==> src/rtl/im_loader_pkg.sv <==
// Shared types and constants for the instruction-memory program loader.
package im_loader_pkg;

  typedef enum logic [1:0] {
    IDLE  = 2'd0,
    RECV  = 2'd1,
    WRITE = 2'd2,
    DONE  = 2'd3
  } state_t;

  localparam int IM_DEPTH        = 256;
  localparam int BYTES_PER_WORD  = 4;
  localparam int WORD_ADDR_SHIFT = 2;

  // A load length is usable only if it names at least one word and fits the memory.
  function automatic logic len_legal(input int len, input int depth);
    return (len >= 1) && (len <= depth);
  endfunction

endpackage

==> src/rtl/im_loader_if.sv <==
// Byte-stream input and instruction-memory write port of the loader.
// master = the loader itself, slave = the byte source / memory side.
interface im_loader_if;
  logic        byte_valid;
  logic [7:0]  byte_data;
  logic        byte_ready;
  logic        w_en;
  logic [31:0] w_addr;
  logic [31:0] w_data;

  modport master (
    input  byte_valid, byte_data,
    output byte_ready, w_en, w_addr, w_data
  );

  modport slave (
    output byte_valid, byte_data,
    input  byte_ready, w_en, w_addr, w_data
  );
endinterface

==> src/rtl/word_packer.sv <==
// Collects bytes little-endian into a 32-bit word: first byte lands in [7:0].
// `word` already includes a byte being accepted this cycle, and `full` flags
// the accept that completes the word so the caller can capture it directly.
module word_packer
  import im_loader_pkg::*;
(
  input  logic        clk,
  input  logic        rst,
  input  logic        clear,
  input  logic        accept,
  input  logic [7:0]  byte_in,
  output logic [31:0] word,
  output logic        full
);

  localparam int                LANE_W    = $clog2(BYTES_PER_WORD);
  localparam logic [LANE_W-1:0] LAST_LANE = LANE_W'(BYTES_PER_WORD - 1);

  logic [LANE_W-1:0] lane_q, lane_d;
  logic [31:0]       word_q, word_d;

  // Insert the incoming byte into its lane and advance the lane; clear wins.
  always_comb begin
    word = word_q;
    if (accept) begin
      word[{lane_q, 3'b000} +: 8] = byte_in;
    end
    full   = accept && (lane_q == LAST_LANE);
    lane_d = lane_q;
    word_d = word;
    if (clear) begin
      lane_d = '0;
      word_d = '0;
    end else if (accept) begin
      lane_d = lane_q + LANE_W'(1);
    end
  end

  // Lane counter and partial word registers.
  always_ff @(posedge clk or posedge rst) begin
    if (rst) begin
      lane_q <= '0;
      word_q <= '0;
    end else begin
      lane_q <= lane_d;
      word_q <= word_d;
    end
  end

endmodule

==> src/rtl/im_loader.sv <==
// Program loader: packs a byte stream into words and writes them to the
// instruction memory at 0, 4, 8, ... while holding the CPU in reset.
module im_loader
  import im_loader_pkg::*;
#(
  parameter int DEPTH = IM_DEPTH,
  parameter int LEN_W = 9
) (
  input  logic             clk,
  input  logic             rst,
  input  logic             start,
  input  logic [LEN_W-1:0] len_words,
  input  logic             abort,
  im_loader_if.master      bus,
  output logic             busy,
  output logic             cpu_hold,
  output logic             done,
  output logic             err
);

  state_t           state_q, state_d;
  logic [LEN_W-1:0] len_q, len_d;
  logic [LEN_W-1:0] cnt_q, cnt_d;
  logic [LEN_W-1:0] cnt_inc;
  logic [31:0]      w_addr_q, w_addr_d;
  logic [31:0]      w_data_q, w_data_d;
  logic             w_en_q, w_en_d;
  logic             byte_ready_q, byte_ready_d;
  logic             busy_q, busy_d;
  logic             done_q, done_d;
  logic             err_q, err_d;

  logic             pk_clear;
  logic             pk_accept;
  logic             pk_full;
  logic [31:0]      pk_word;

  // byte_ready is only ever set in RECV, so it alone qualifies a handshake.
  assign pk_accept = bus.byte_valid & byte_ready_q;
  assign cnt_inc   = cnt_q + LEN_W'(1);

  word_packer u_packer (
    .clk     (clk),
    .rst     (rst),
    .clear   (pk_clear),
    .accept  (pk_accept),
    .byte_in (bus.byte_data),
    .word    (pk_word),
    .full    (pk_full)
  );

  // Next-state and next-output logic of the load sequencer.
  always_comb begin
    state_d      = state_q;
    len_d        = len_q;
    cnt_d        = cnt_q;
    w_addr_d     = w_addr_q;
    w_data_d     = w_data_q;
    w_en_d       = 1'b0;
    byte_ready_d = byte_ready_q;
    busy_d       = busy_q;
    done_d       = done_q;
    err_d        = err_q;
    pk_clear     = 1'b0;

    case (state_q)
      IDLE, DONE: begin
        if (start) begin
          done_d = 1'b0;
          if (!len_legal(int'(len_words), DEPTH)) begin
            err_d   = 1'b1;
            state_d = IDLE;
          end else begin
            err_d        = 1'b0;
            len_d        = len_words;
            cnt_d        = '0;
            w_addr_d     = '0;
            busy_d       = 1'b1;
            byte_ready_d = 1'b1;
            pk_clear     = 1'b1;
            state_d      = RECV;
          end
        end
      end

      RECV: begin
        if (abort) begin
          err_d        = 1'b1;
          busy_d       = 1'b0;
          byte_ready_d = 1'b0;
          pk_clear     = 1'b1;
          state_d      = IDLE;
        end else if (pk_full) begin
          w_data_d     = pk_word;
          w_en_d       = 1'b1;
          byte_ready_d = 1'b0;
          state_d      = WRITE;
        end
      end

      WRITE: begin
        if (abort) begin
          err_d    = 1'b1;
          busy_d   = 1'b0;
          pk_clear = 1'b1;
          state_d  = IDLE;
        end else begin
          cnt_d = cnt_inc;
          // The address stays on the last word so it never passes the top.
          if (cnt_inc == len_q) begin
            done_d  = 1'b1;
            busy_d  = 1'b0;
            state_d = DONE;
          end else begin
            w_addr_d     = w_addr_q + (32'd1 << WORD_ADDR_SHIFT);
            byte_ready_d = 1'b1;
            pk_clear     = 1'b1;
            state_d      = RECV;
          end
        end
      end

      default: begin
        state_d      = IDLE;
        busy_d       = 1'b0;
        byte_ready_d = 1'b0;
      end
    endcase
  end

  // Sequencer state and registered outputs.
  always_ff @(posedge clk or posedge rst) begin
    if (rst) begin
      state_q      <= IDLE;
      len_q        <= '0;
      cnt_q        <= '0;
      w_addr_q     <= '0;
      w_data_q     <= '0;
      w_en_q       <= 1'b0;
      byte_ready_q <= 1'b0;
      busy_q       <= 1'b0;
      done_q       <= 1'b0;
      err_q        <= 1'b0;
    end else begin
      state_q      <= state_d;
      len_q        <= len_d;
      cnt_q        <= cnt_d;
      w_addr_q     <= w_addr_d;
      w_data_q     <= w_data_d;
      w_en_q       <= w_en_d;
      byte_ready_q <= byte_ready_d;
      busy_q       <= busy_d;
      done_q       <= done_d;
      err_q        <= err_d;
    end
  end

  // An abort landing on the write cycle must kill the strobe before the
  // memory samples it, hence the combinational gate on w_en.
  assign bus.byte_ready = byte_ready_q;
  assign bus.w_en       = w_en_q & ~abort;
  assign bus.w_addr     = w_addr_q;
  assign bus.w_data     = w_data_q;
  assign busy           = busy_q;
  assign cpu_hold       = busy_q;
  assign done           = done_q;
  assign err            = err_q;

endmodule

==> src/flat_wrapper.sv <==
// flat-port wrapper written by rule: the top's interface ports become plain ports
module im_loader_flat import im_loader_pkg::*;
#(
  parameter int DEPTH = IM_DEPTH,
  parameter int LEN_W = 9
)
  (clk, rst, start, len_words, abort, busy, cpu_hold, done, err, bus_byte_valid, bus_byte_data, bus_byte_ready, bus_w_en, bus_w_addr, bus_w_data);
  im_loader_if bus_i ();
  input  logic clk;
  input  logic rst;
  input  logic start;
  input  logic [LEN_W-1:0] len_words;
  input  logic abort;
  output logic busy;
  output logic cpu_hold;
  output logic done;
  output logic err;
  input wire logic [$bits(bus_i.byte_valid)-1:0] bus_byte_valid;
  input wire logic [$bits(bus_i.byte_data)-1:0] bus_byte_data;
  output wire logic [$bits(bus_i.byte_ready)-1:0] bus_byte_ready;
  output wire logic [$bits(bus_i.w_en)-1:0] bus_w_en;
  output wire logic [$bits(bus_i.w_addr)-1:0] bus_w_addr;
  output wire logic [$bits(bus_i.w_data)-1:0] bus_w_data;
  assign bus_i.byte_valid = bus_byte_valid;
  assign bus_i.byte_data = bus_byte_data;
  assign bus_byte_ready = bus_i.byte_ready;
  assign bus_w_en = bus_i.w_en;
  assign bus_w_addr = bus_i.w_addr;
  assign bus_w_data = bus_i.w_data;
  im_loader #(.DEPTH(DEPTH), .LEN_W(LEN_W)) u_core (.clk(clk), .rst(rst), .start(start), .len_words(len_words), .abort(abort), .bus(bus_i), .busy(busy), .cpu_hold(cpu_hold), .done(done), .err(err));
endmodule
==> config.mk <==
export PLATFORM = sky130hd
export DESIGN_NAME = im_loader_flat
export DESIGN_NICKNAME = d
export VERILOG_FILES = /design/src/rtl/im_loader_pkg.sv /design/src/rtl/im_loader_if.sv /design/src/rtl/word_packer.sv /design/src/rtl/im_loader.sv /design/src/flat_wrapper.sv
export SDC_FILE = /design/constraint.sdc
export NUM_CORES = 1
export LEC_CHECK = 0
export ABC_CLOCK_PERIOD_IN_PS = 4400
export CAP_MARGIN = 20
export CELL_PAD_IN_SITES_DETAIL_PLACEMENT = 1
export CELL_PAD_IN_SITES_GLOBAL_PLACEMENT = 2
export CORE_ASPECT_RATIO = 1.2
export CORE_MARGIN = 4
export CORE_UTILIZATION = 33
export CTS_CLUSTER_DIAMETER = 60
export DETAILED_ROUTE_END_ITERATION = 12
export MAX_ROUTING_LAYER = met4
export PLACE_DENSITY = 0.82
export SETUP_SLACK_MARGIN = 0.2
export SYNTH_ARGS = -nofsm -noshare
export SYNTH_HDL_FRONTEND = slang
export SYNTH_SLANG_ARGS = --single-unit
==> constraint.sdc <==
create_clock -name clk -period 4.4 [get_ports clk]
set_clock_uncertainty 0.2 [all_clocks]
set_input_delay 0.66 -clock clk [delete_from_list [all_inputs] [get_ports clk]]
set_output_delay 0.66 -clock clk [all_outputs]
set_load 0.02 [all_outputs]
==> results of run 1 <==
==> how the worst max path moves through the flow <==
stage                       startpoint                    end  slack [ns]  depth (start not counted)
final                     len_words[3]   u_core.bus.w_addr[5]        1.06                          9
after floorplan                    rst  u_core.bus.byte_ready        0.55                          1
after global routing      len_words[4]  u_core.bus.w_addr[31]        0.92                          7
after CTS                 len_words[3]  u_core.bus.w_addr[10]        1.02                          8
after global placement    len_words[3]  u_core.bus.w_addr[20]        0.73                          9
after detailed placement  len_words[3]   u_core.bus.w_addr[5]        0.63                          9
==> power groups by stage <==
stage | clock network, mW | registers [mW] | logic (mW)
6_report | 1.31 | 1.22 | 0.689
5_1_grt | 1.40 | 1.23 | 0.770
4_1_cts | 1.35 | 1.22 | 0.701
3_5_place_dp | 0 | 1.24 | 0.699
3_3_place_gp | 0 | 1.23 | 0.677
2_1_floorplan | 0 | 1.22 | 0.497
==> metrics by stage <==
step | hold WS [ns] | worst slack, ns | std cells
after detailed placement | 0.276 | 0.632 | 841
after global placement | 0.267 | 0.728 | 841
after global routing | 0.310 | 0.925 | 872
after floorplan | 0.269 | 0.553 | 568
after CTS | 0.288 | 1.02 | 871
final | 0.279 | 1.06 | 872
==> cells in the final DEF (no fill, tap or decap), types with 5 or more instances in the layout <==
cell and instances:
o31ai_1 12, or4_1 11, dfrtp_1 113, o41ai_1 9, nand3_1 22, ha_1 9, and4_1 7, buf_4 8
nor4_1 8, clkinv_2 5, nor3_1 7, nand2_1 77, a22oi_1 24, a21oi_1 20, and3_1 6, o21ai_0 50
nor2_1 35, clkdlybuf4s50_1 89, xnor2_1 9, or2_2 15, inv_1 14, mux2i_1 14, clkbuf_16 17, mux2_2 9
nand4_1 11
==> cells in the mapped netlist, drive strengths merged, types with 14 or more instances <==
cell type / n
nand3: 23
o21ai: 51
nor2: 35
a21oi: 20
clkbuf: 25
mux2i: 14
a22oi: 24
dfrtp: 113
nand2: 77
or2: 16
inv: 15
==> state kept, by name, indices dropped and copies added, names as in the netlist <==
| name | flops |
|---|---|
| u_core.err | 1 |
| u_core.u_packer.lane_q | 2 |
| u_core.len_q | 9 |
| u_core.bus.byte_ready | 1 |
| u_core.busy | 1 |
| u_core.done | 1 |
| u_core.bus.w_data | 32 |
| u_core.state_q | 2 |
| u_core.w_en_q | 1 |
| u_core.u_packer.word_q | 24 |
| u_core.bus.w_addr | 30 |
| u_core.cnt_q | 9 |
==> critical path, delay by kind of cell <==
family,cells,cell delay [ns]
AO/OA/AOI/OAI,4,0.82
buffers and inverters,2,0.67
AND/OR/NAND/NOR,3,1.31
==> area by class of cell <==
type	instances	area, um^2	share of cell area (%)
timing repair buffer	99	991	13.8
tap	212	265	3.69
clock buffer	19	443	6.17
clock inverter	11	116	1.62
inverter	15	58.8	0.819
sequential	113	2830	39.4
multi-input combinational	403	2480	34.5
==> metal layers <==
layer / global-route usage [%] / wire length, um
met1: 20.2 / 6610
met2: 31.5 / 8350
met3: 3.75 / 523
met4: 6.97 / 292
met5: - / 0
==> cells by family after synthesis <==
family                     share of synthesized area [%]
DFF                                                 51.3
muxes                                               4.38
buffers and inverters                               4.04
other                                             0.0680
adders and majority gates                           2.04
AOI/OAI and AO/OA                                   16.1
xor gates and xnor gates                            2.06
and+or+nand+nor                                     20.1
==> results.sh, run 1 <==
export IMPL_drt_drc_violations_left=0
export IMPL_syn_to_final_growth_pct=30.2
export IMPL_fmax_ghz=0.299
export IMPL_cts_clk_slew_worst_paths_ns=0.05
export IMPL_p_switching_uw=988
export IMPL_yosysUniqueCellTypes=51
export IMPL_cts_buffers=17
export IMPL_critPathSlowestCell="or4_4"
export IMPL_cts_hold_buffers=0
export IMPL_synth_area_leader_cell="dfrtp_1"
export IMPL_cp_end_kind="flip-flop"
export IMPL_core_area_um2=16300
export IMPL_reg2reg_from="u_core.cnt_q[0]"
export IMPL_drv_slew=0
export IMPL_fin_crit_ns=3.34
export IMPL_fillers=1864
export IMPL_syn_area_um2=5520
export IMPL_yosysSeqAreaShare_pct=51.3
export IMPL_worst_path_largest_cell_delay_ns=0.55
export IMPL_cap_violations=0
export IMPL_cts_htree_levels=4
export IMPL_cts_num_sinks=113
export IMPL_ys_seq_elements=113
export IMPL_finalSetupViolCount=0
export IMPL_critPathMaxFanout=42
export IMPL_rrSetupSlack_ns=1.23
export IMPL_gp_congestion=0.817
export IMPL_wl_per_cell_um=18.1
export IMPL_critPathKind="input port to flip-flop"
export IMPL_start_util_pct=33.8
export IMPL_synth_async_reset_ratio_pct=100
export IMPL_cts_resized=0
export IMPL_r2r_end="u_core.bus.w_addr[5]"
export IMPL_cell_internal_pwr_mw=2.23
export IMPL_reg2reg_depth=9
export IMPL_grt_pass1_vias=5259
export IMPL_clk_path_buf_depth=2
export IMPL_viasPerCell=5.43
export IMPL_relSlewSlack_pct=44.0
export IMPL_p_sw_share_pct=30.7
export IMPL_hold_path_end="u_core.bus.w_data[1]"
export IMPL_die_area_um2=18900
export IMPL_power_density_nw_per_um2=448
export IMPL_p_total_mw=3.22
export IMPL_status="finished clean"
export IMPL_post_cts_buffers=0
export IMPL_dpl_hpwl_um=11000
export IMPL_drt_first_iter_violations=207
export IMPL_p_leak_nw=2.97
export IMPL_design_portCount=92
export IMPL_dieWidth_um=126
export IMPL_synth_area_top_cells="dfrtp_1 (51%), nand2_1 (5.2%), o21ai_0 (4.5%)"
export IMPL_dr_pass1_iters=4
export IMPL_nets=680
export IMPL_timing_final_crit_share_pct=76.0
export IMPL_diodes=0
export IMPL_routed_wl_um=15800
export IMPL_synth_flop_cell="dfrtp_1"
export IMPL_min_delay_path_depth=2
export IMPL_row_count=51
export IMPL_grt_usage_pct=18.0
export IMPL_final_util_pct=44.0
export IMPL_port_buffers=89
export IMPL_tightest_slew_ns=0.838
export IMPL_hp_start="u_core.bus.w_data[1]"
export IMPL_synth_edff_count=0
export IMPL_p_seq_share_pct=37.8
export IMPL_drive_gt1_share_pct=10.6
export IMPL_grt_ovfl_total=0
export IMPL_path_cells="clkdlybuf4s50_1 -> or4_4 -> o21ai_2 -> a31oi_2 -> a21o_1 -> or2_1 -> buf_4 -> or4_1 -> a21oi_1"
export IMPL_rsz0062_at_grt="false"
export IMPL_clk_latency_ns=0.41
export IMPL_cts_tree="built"
export IMPL_ir_drop_v=0.000209
export IMPL_fin_setup_tns_ns=0
export IMPL_clkPwrFrac_pct=40.8
export IMPL_grt_pass1_wl_um=26600
export IMPL_critPathRequiredTime_ns=4.53
export IMPL_synth_top_area_share_pct=51.3
export IMPL_hold_class="flip-flop to flip-flop"
export IMPL_antenna_found_initial=0
export IMPL_ant_nets=0
export IMPL_design_area_um2=7180
export IMPL_chipHeight_um=150
export IMPL_cp_data_arrival_time_ns=3.47
export IMPL_synth_area_per_cell_um2=9.73
export IMPL_vias=4735
export IMPL_cp_start_kind="input port"
export IMPL_grt_max_degree=66
export IMPL_combPwrFrac_pct=21.4
export IMPL_synthCells=567
export IMPL_synth_warning_count=0
export IMPL_place_area_um2=6600
export IMPL_cts_root_buf="clkbuf_16"
export IMPL_hold_violations=0
(Power assumes the default switching activity.)
==> inputs of run 2 (changes only) <==
--- a/config.mk
+++ b/config.mk
@@ -5,7 +5,7 @@
 export SDC_FILE = /design/constraint.sdc
 export NUM_CORES = 1
 export LEC_CHECK = 0
-export ABC_CLOCK_PERIOD_IN_PS = 4400
+export ABC_CLOCK_PERIOD_IN_PS = 3450
 export CAP_MARGIN = 20
 export CELL_PAD_IN_SITES_DETAIL_PLACEMENT = 1
 export CELL_PAD_IN_SITES_GLOBAL_PLACEMENT = 2
==> constraint.sdc (replaced) <==
create_clock -name clk -period 3.45 [get_ports clk]
set_clock_uncertainty 0.2 [all_clocks]
set_input_delay 0.5175 -clock clk [delete_from_list [all_inputs] [get_ports clk]]
set_output_delay 0.5175 -clock clk [all_outputs]
set_load 0.02 [all_outputs]
==> run 2 against run 1 <==
Setup slack lost 0.71 ns; highest routed layer unchanged; sequential power grew 27%; critical path type unchanged; utilization grew 1.3 points.
==> results.sh, run 2 (synthesis gave the netlist of run 1 again) <==
export IMPL_critPathRequiredTime_ns=3.54
export IMPL_vias=4860
export IMPL_row_count=51
export IMPL_grt_pass1_wl_um=27000
export IMPL_reg2reg_from="u_core.cnt_q[0]"
export IMPL_fmax_ghz=0.323
export IMPL_clk_path_buf_depth=2
export IMPL_grt_usage_pct=18.4
export IMPL_diodes=0
export IMPL_design_area_um2=7390
export IMPL_r2r_end="u_core.bus.w_addr[11]"
export IMPL_drt_drc_violations_left=0
export IMPL_reg2reg_depth=8
export IMPL_p_leak_nw=3.07
export IMPL_hp_start="u_core.bus.w_data[26]"
export IMPL_ant_nets=0
export IMPL_dp_cells=854
export IMPL_fin_crit_ns=3.10
export IMPL_wl_per_cell_um=18.5
export IMPL_relSlewSlack_pct=31.9
export IMPL_rsz0062_at_grt="false"
export IMPL_grt_pass1_vias=5160
export IMPL_post_cts_buffers=0
export IMPL_cp_startpoint="len_words[3]"
export IMPL_grt_max_degree=114
export IMPL_final_cell_mix="dfrtp_1 (113), clkdlybuf4s50_1 (89), nand2_1 (77), o21ai_0 (50), nor2_1 (35)"
export IMPL_antenna_found_initial=0
export IMPL_place_area_um2=6750
export IMPL_cts_buffers=17
export IMPL_chipHeight_um=150
export IMPL_dpl_hpwl_um=11100
export IMPL_cp_data_arrival_time_ns=3.19
export IMPL_routed_wl_um=16400
export IMPL_crit_family="simple AND/OR/NAND/NOR gates"
export IMPL_worst_path_buf_inv=2
export IMPL_critPathMaxFanout=13
export IMPL_cts_root_buf="clkbuf_16"
export IMPL_core_area_um2=16300
export IMPL_largest_reg_flops=32
export IMPL_fillers=1872
export IMPL_cts_tree="built"
export IMPL_tightest_slew_ns=1.02
export IMPL_gp_congestion=0.784
export IMPL_dieWidth_um=126
export IMPL_rrSetupSlack_ns=0.37
export IMPL_critPathKind="input port to flip-flop"
export IMPL_finalSetupViolCount=0
export IMPL_critPathSlowestCell="nor2_1"
export IMPL_grt_ovfl_total=0
export IMPL_p_total_mw=4.42
export IMPL_instances_no_fill=886
export IMPL_ir_drop_v=0.000297
export IMPL_cts_htree_levels=4
export IMPL_dr_pass1_iters=4
export IMPL_cts_clk_slew_worst_paths_ns=0.06
export IMPL_hold_path_end="u_core.bus.w_data[26]"
export IMPL_clk_latency_ns=0.42
export IMPL_min_delay_path_depth=2
export IMPL_status="finished clean"
export IMPL_start_util_pct=33.8
export IMPL_cp_start_kind="input port"
export IMPL_power_density_nw_per_um2=598
export IMPL_cp_depth=8
export IMPL_drive_gt1_share_pct=12.5
export IMPL_viasPerCell=5.49
export IMPL_design_portCount=92
export IMPL_port_buffers=89
export IMPL_path_cells="clkdlybuf4s50_1 -> or4_4 -> o21ai_2 -> nand4_1 -> nor2_1 -> buf_4 -> or2_2 -> mux2i_1"
export IMPL_nets=692
export IMPL_hold_class="flip-flop to flip-flop"
export IMPL_final_common_cell="dfrtp_1"
export IMPL_die_area_um2=18900
export IMPL_cts_num_sinks=113
export IMPL_cap_violations=0
export IMPL_drv_slew=0
export IMPL_timing_final_crit_share_pct=89.8
export IMPL_drt_first_iter_violations=211
export IMPL_hold_violations=0
export IMPL_cp_end_kind="flip-flop"
export IMPL_worst_path_largest_cell_delay_ns=0.80
export IMPL_syn_to_final_growth_pct=33.9
[run 2: changes by cell type in the layout (fill, tap and decap cells not counted)]
cell        previous run  this run
bufinv_16              2         4
buf_12                 2         5
buf_6                  0         1
ha_1                   9         8
clkbuf_1               1         2
clkinvlp_4             3         2
ha_2                   0         1
inv_4                  1         0
clkbuf_8               1         3
buf_4                  8        16
clkinv_2               5         4
[run 2: metrics by stage]
step	util (%)	hold slack, ns	setup TNS [ns]	worst slack, ns
after CTS	45.2	0.284	0	0.322
after global routing	45.2	0.305	0	0.237
after floorplan	-	0.269	0	0.431
after detailed placement	41.3	0.272	-0.371	-0.0664
final	45.2	0.275	0	0.352
after global placement	41.3	0.268	0	0.0356
[run 2: what timing repair did]
action / CTS / global route
setup endpoints to repair: 0 / 29
hold buffers: 0 / 0
resized for setup: 0 / 2
[run 2: worst max path at each step]
stage / endpoint / slack (ns)
finish: u_core.bus.w_addr[19] / 0.35
global route: u_core.bus.w_addr[18] / 0.24
floorplan: u_core.bus.w_addr[8] / 0.43
detailed placement: u_core.bus.w_addr[22] / -0.07
CTS: u_core.bus.w_addr[11] / 0.32
global placement: u_core.bus.w_addr[19] / 0.04
[run 2: per-layer routing]
layer  share of wire [%]  GRT usage (%)
met1                  43           21.2
met2                  52           31.7
met3                 3.6           4.61
met4                 1.5           5.85
met5                   0              -
[run 2: power by group]
part           switching, mW  internal, mW  total [mW]
combinational          0.585         0.401       0.986
sequential             0.103          1.45        1.55
clock                  0.626          1.26        1.89
total                   1.31          3.11        4.42
[run 2: worst reg2reg max path, cell delays in order, from the launching register on]
cell     delay, ns
dfrtp_1       0.48
ha_2          0.29
nand3_1       0.22
or3_1         0.44
xnor2_1       0.16
a211o_1       0.29
or3_1         0.49
and4_1        0.27
mux2i_1       0.12
[run 2: final cells by class]
cell class	count	area (um^2)	area share [%]
flip-flops and latches	113	2830	38.3
multi-input cells	403	2480	33.6
repair buffers	111	1120	15.2
clock buffers	22	474	6.42
well taps	212	265	3.59
clock inverters	10	156	2.12
inverters	15	60.1	0.813
==> inputs of run 3 (changes only) <==
--- a/config.mk
+++ b/config.mk
@@ -10,7 +10,6 @@
 export CELL_PAD_IN_SITES_DETAIL_PLACEMENT = 1
 export CELL_PAD_IN_SITES_GLOBAL_PLACEMENT = 2
 export CORE_ASPECT_RATIO = 1.2
-export CORE_MARGIN = 4
 export CORE_UTILIZATION = 33
 export CTS_CLUSTER_DIAMETER = 60
 export DETAILED_ROUTE_END_ITERATION = 12
==> run 3 against run 2 <==
Register-to-register slack better by 0.09 ns; via count down 1.3%; global-route usage up 2.1 points; die area down 8.6%; sequential share of layout area down 0.26 points; clock power about the same; flip-flop and latch count unchanged; non-clock buffer count up 8; critical endpoint is now u_core.bus.w_addr[17]; cell area up 0.68%; routed wire length down 2.5%; sequential power about the same.
==> results.sh, run 3 (synthesis gave the netlist of run 1 again) <==
export IMPL_status="finished clean"
export IMPL_cap_violations=0
export IMPL_viasPerCell=5.37
export IMPL_cts_num_sinks=113
export IMPL_dpl_hpwl_um=11000
export IMPL_syn_to_final_growth_pct=34.8
export IMPL_grt_ovfl_total=0
export IMPL_cts_buffers=17
export IMPL_timing_final_crit_share_pct=91.0
export IMPL_tightest_slew_ns=0.965
export IMPL_path_cells="clkdlybuf4s50_1 -> or4_1 -> o21ai_4 -> buf_4 -> a31oi_2 -> a21o_1 -> or2_1 -> buf_12 -> or4_1 -> a21oi_1"
export IMPL_gp_congestion=0.771
export IMPL_fmax_ghz=0.319
export IMPL_start_util_pct=33.9
export IMPL_largest_reg_flops=32
export IMPL_hp_start="u_core.bus.w_data[27]"
export IMPL_power_density_nw_per_um2=595
export IMPL_cts_clk_slew_worst_paths_ns=0.05
export IMPL_cp_end_kind="flip-flop"
export IMPL_cts_tree="built"
export IMPL_final_cell_mix="dfrtp_1 (113), clkdlybuf4s50_1 (89), nand2_1 (77), o21ai_0 (50), nor2_1 (35)"
export IMPL_ir_drop_v=0.000340
export IMPL_port_buffers=89
export IMPL_final_common_cell="dfrtp_1"
export IMPL_p_leak_nw=3.10
export IMPL_finalSetupViolCount=0
export IMPL_antenna_found_initial=0
export IMPL_hold_violations=0
export IMPL_row_count=51
export IMPL_rsz0062_at_grt="false"
export IMPL_fin_setup_tns_ns=0
export IMPL_post_place_ws_ns=-0.107
export IMPL_relSlewSlack_pct=35.4
export IMPL_drive_gt1_share_pct=13.6
export IMPL_grt_pass1_vias=5206
export IMPL_critPathRequiredTime_ns=3.58
export IMPL_crit_top_cell="or4_1"
export IMPL_seq_area_um2=2830
export IMPL_p_total_mw=4.43
export IMPL_wl_per_cell_um=17.9
export IMPL_nets=700
export IMPL_clk_path_buf_depth=2
export IMPL_hold_class="flip-flop to flip-flop"
export IMPL_ant_nets=0
export IMPL_fin_crit_ns=3.14
export IMPL_worst_path_buf_inv=3
export IMPL_cts_root_buf="clkbuf_16"
export IMPL_grt_max_degree=114
export IMPL_reg2reg_from="u_core.cnt_q[0]"
export IMPL_cp_data_arrival_time_ns=3.26
export IMPL_dr_pass1_iters=4
export IMPL_routed_wl_um=16000
export IMPL_cp_startpoint="len_words[4]"
export IMPL_worst_path_largest_cell_delay_ns=0.59
export IMPL_cp_start_kind="input port"
export IMPL_clk_latency_ns=0.41
export IMPL_critPathKind="input port to flip-flop"
export IMPL_vias=4799
export IMPL_dieWidth_um=120
export IMPL_drt_drc_violations_left=0
export IMPL_post_route_worst_setup_slack_ns=0.311
export IMPL_post_cts_buffers=0
export IMPL_crit_family="simple AND/OR/NAND/NOR gates"
export IMPL_core_area_um2=16300
export IMPL_design_portCount=92
export IMPL_grt_pass1_wl_um=26500
export IMPL_cts_htree_levels=4
export IMPL_critPathSlowestCell="or4_1"
export IMPL_die_area_um2=17200
export IMPL_grt_usage_pct=20.5
export IMPL_chipHeight_um=144
export IMPL_critPathMaxFanout=42
export IMPL_drt_first_iter_violations=218
export IMPL_fillers=1871
export IMPL_final_util_pct=45.7
export IMPL_drv_slew=0
export IMPL_multi_input_area_um2=2500
export IMPL_diodes=0
## run 3: path summary, 6_finish.rpt
check | end | slack (ns) | cells past startpoint
worst max-delay path | u_core.bus.w_addr[17] | 0.31 | 10
max in group asynchronous | u_core.state_q[0] | 2.10 | 3
worst min register to register | u_core.bus.w_data[27] | 0.28 | 2
worst min-delay path | u_core.bus.w_data[27] | 0.28 | 2
min in group asynchronous | u_core.cnt_q[3] | 0.40 | 3
worst max register to register | u_core.bus.w_addr[11] | 0.46 | 8
## run 3: final cells by class
class                      instances  area share [%]
sequential                       113            38.0
multi-input combinational        403            33.6
clock inverter                    12            2.52
clock buffer                      20            6.01
tap                              212            3.57
timing repair buffer             119            15.5
inverter                          15           0.807
## run 3: per-stage QoR
| step | cells | cell area, um^2 | hold WS [ns] |
|---|---|---|---|
| floorplan | 568 | 5520 | 0.269 |
| CTS | 894 | 7420 | 0.288 |
| global placement | 862 | 6790 | 0.267 |
| finish | 894 | 7440 | 0.281 |
| detailed placement | 862 | 6790 | 0.274 |
| global route | 894 | 7440 | 0.317 |
## run 3: worst reg2reg max path: cells and delay by family (launching register included)
kind | cells | cell delay (ns)
flops | 1 | 0.46
compound gates | 1 | 0.29
simple gates | 4 | 1.35
mux | 1 | 0.12
xor+xnor | 1 | 0.16
fa+ha+maj | 1 | 0.30
## run 3: timing repair
action,CTS,global route
setup endpoints to repair,0,2
resized for setup,0,3
hold buffers,0,0
## run 3: report_power, final
group,switching (mW),internal (mW),total [mW]
logic,0.569,0.392,0.961
registers,0.105,1.45,1.55
clock network,0.624,1.29,1.92
## run 3: per-layer routing
metal	GRT usage, %	part of all wire [%]	up-vias
met5	-	0	-
met4	9.08	1.7	0
met3	4.25	2.6	20
met2	35.5	53	98
met1	22.8	43	2429
li1	-	-	2252
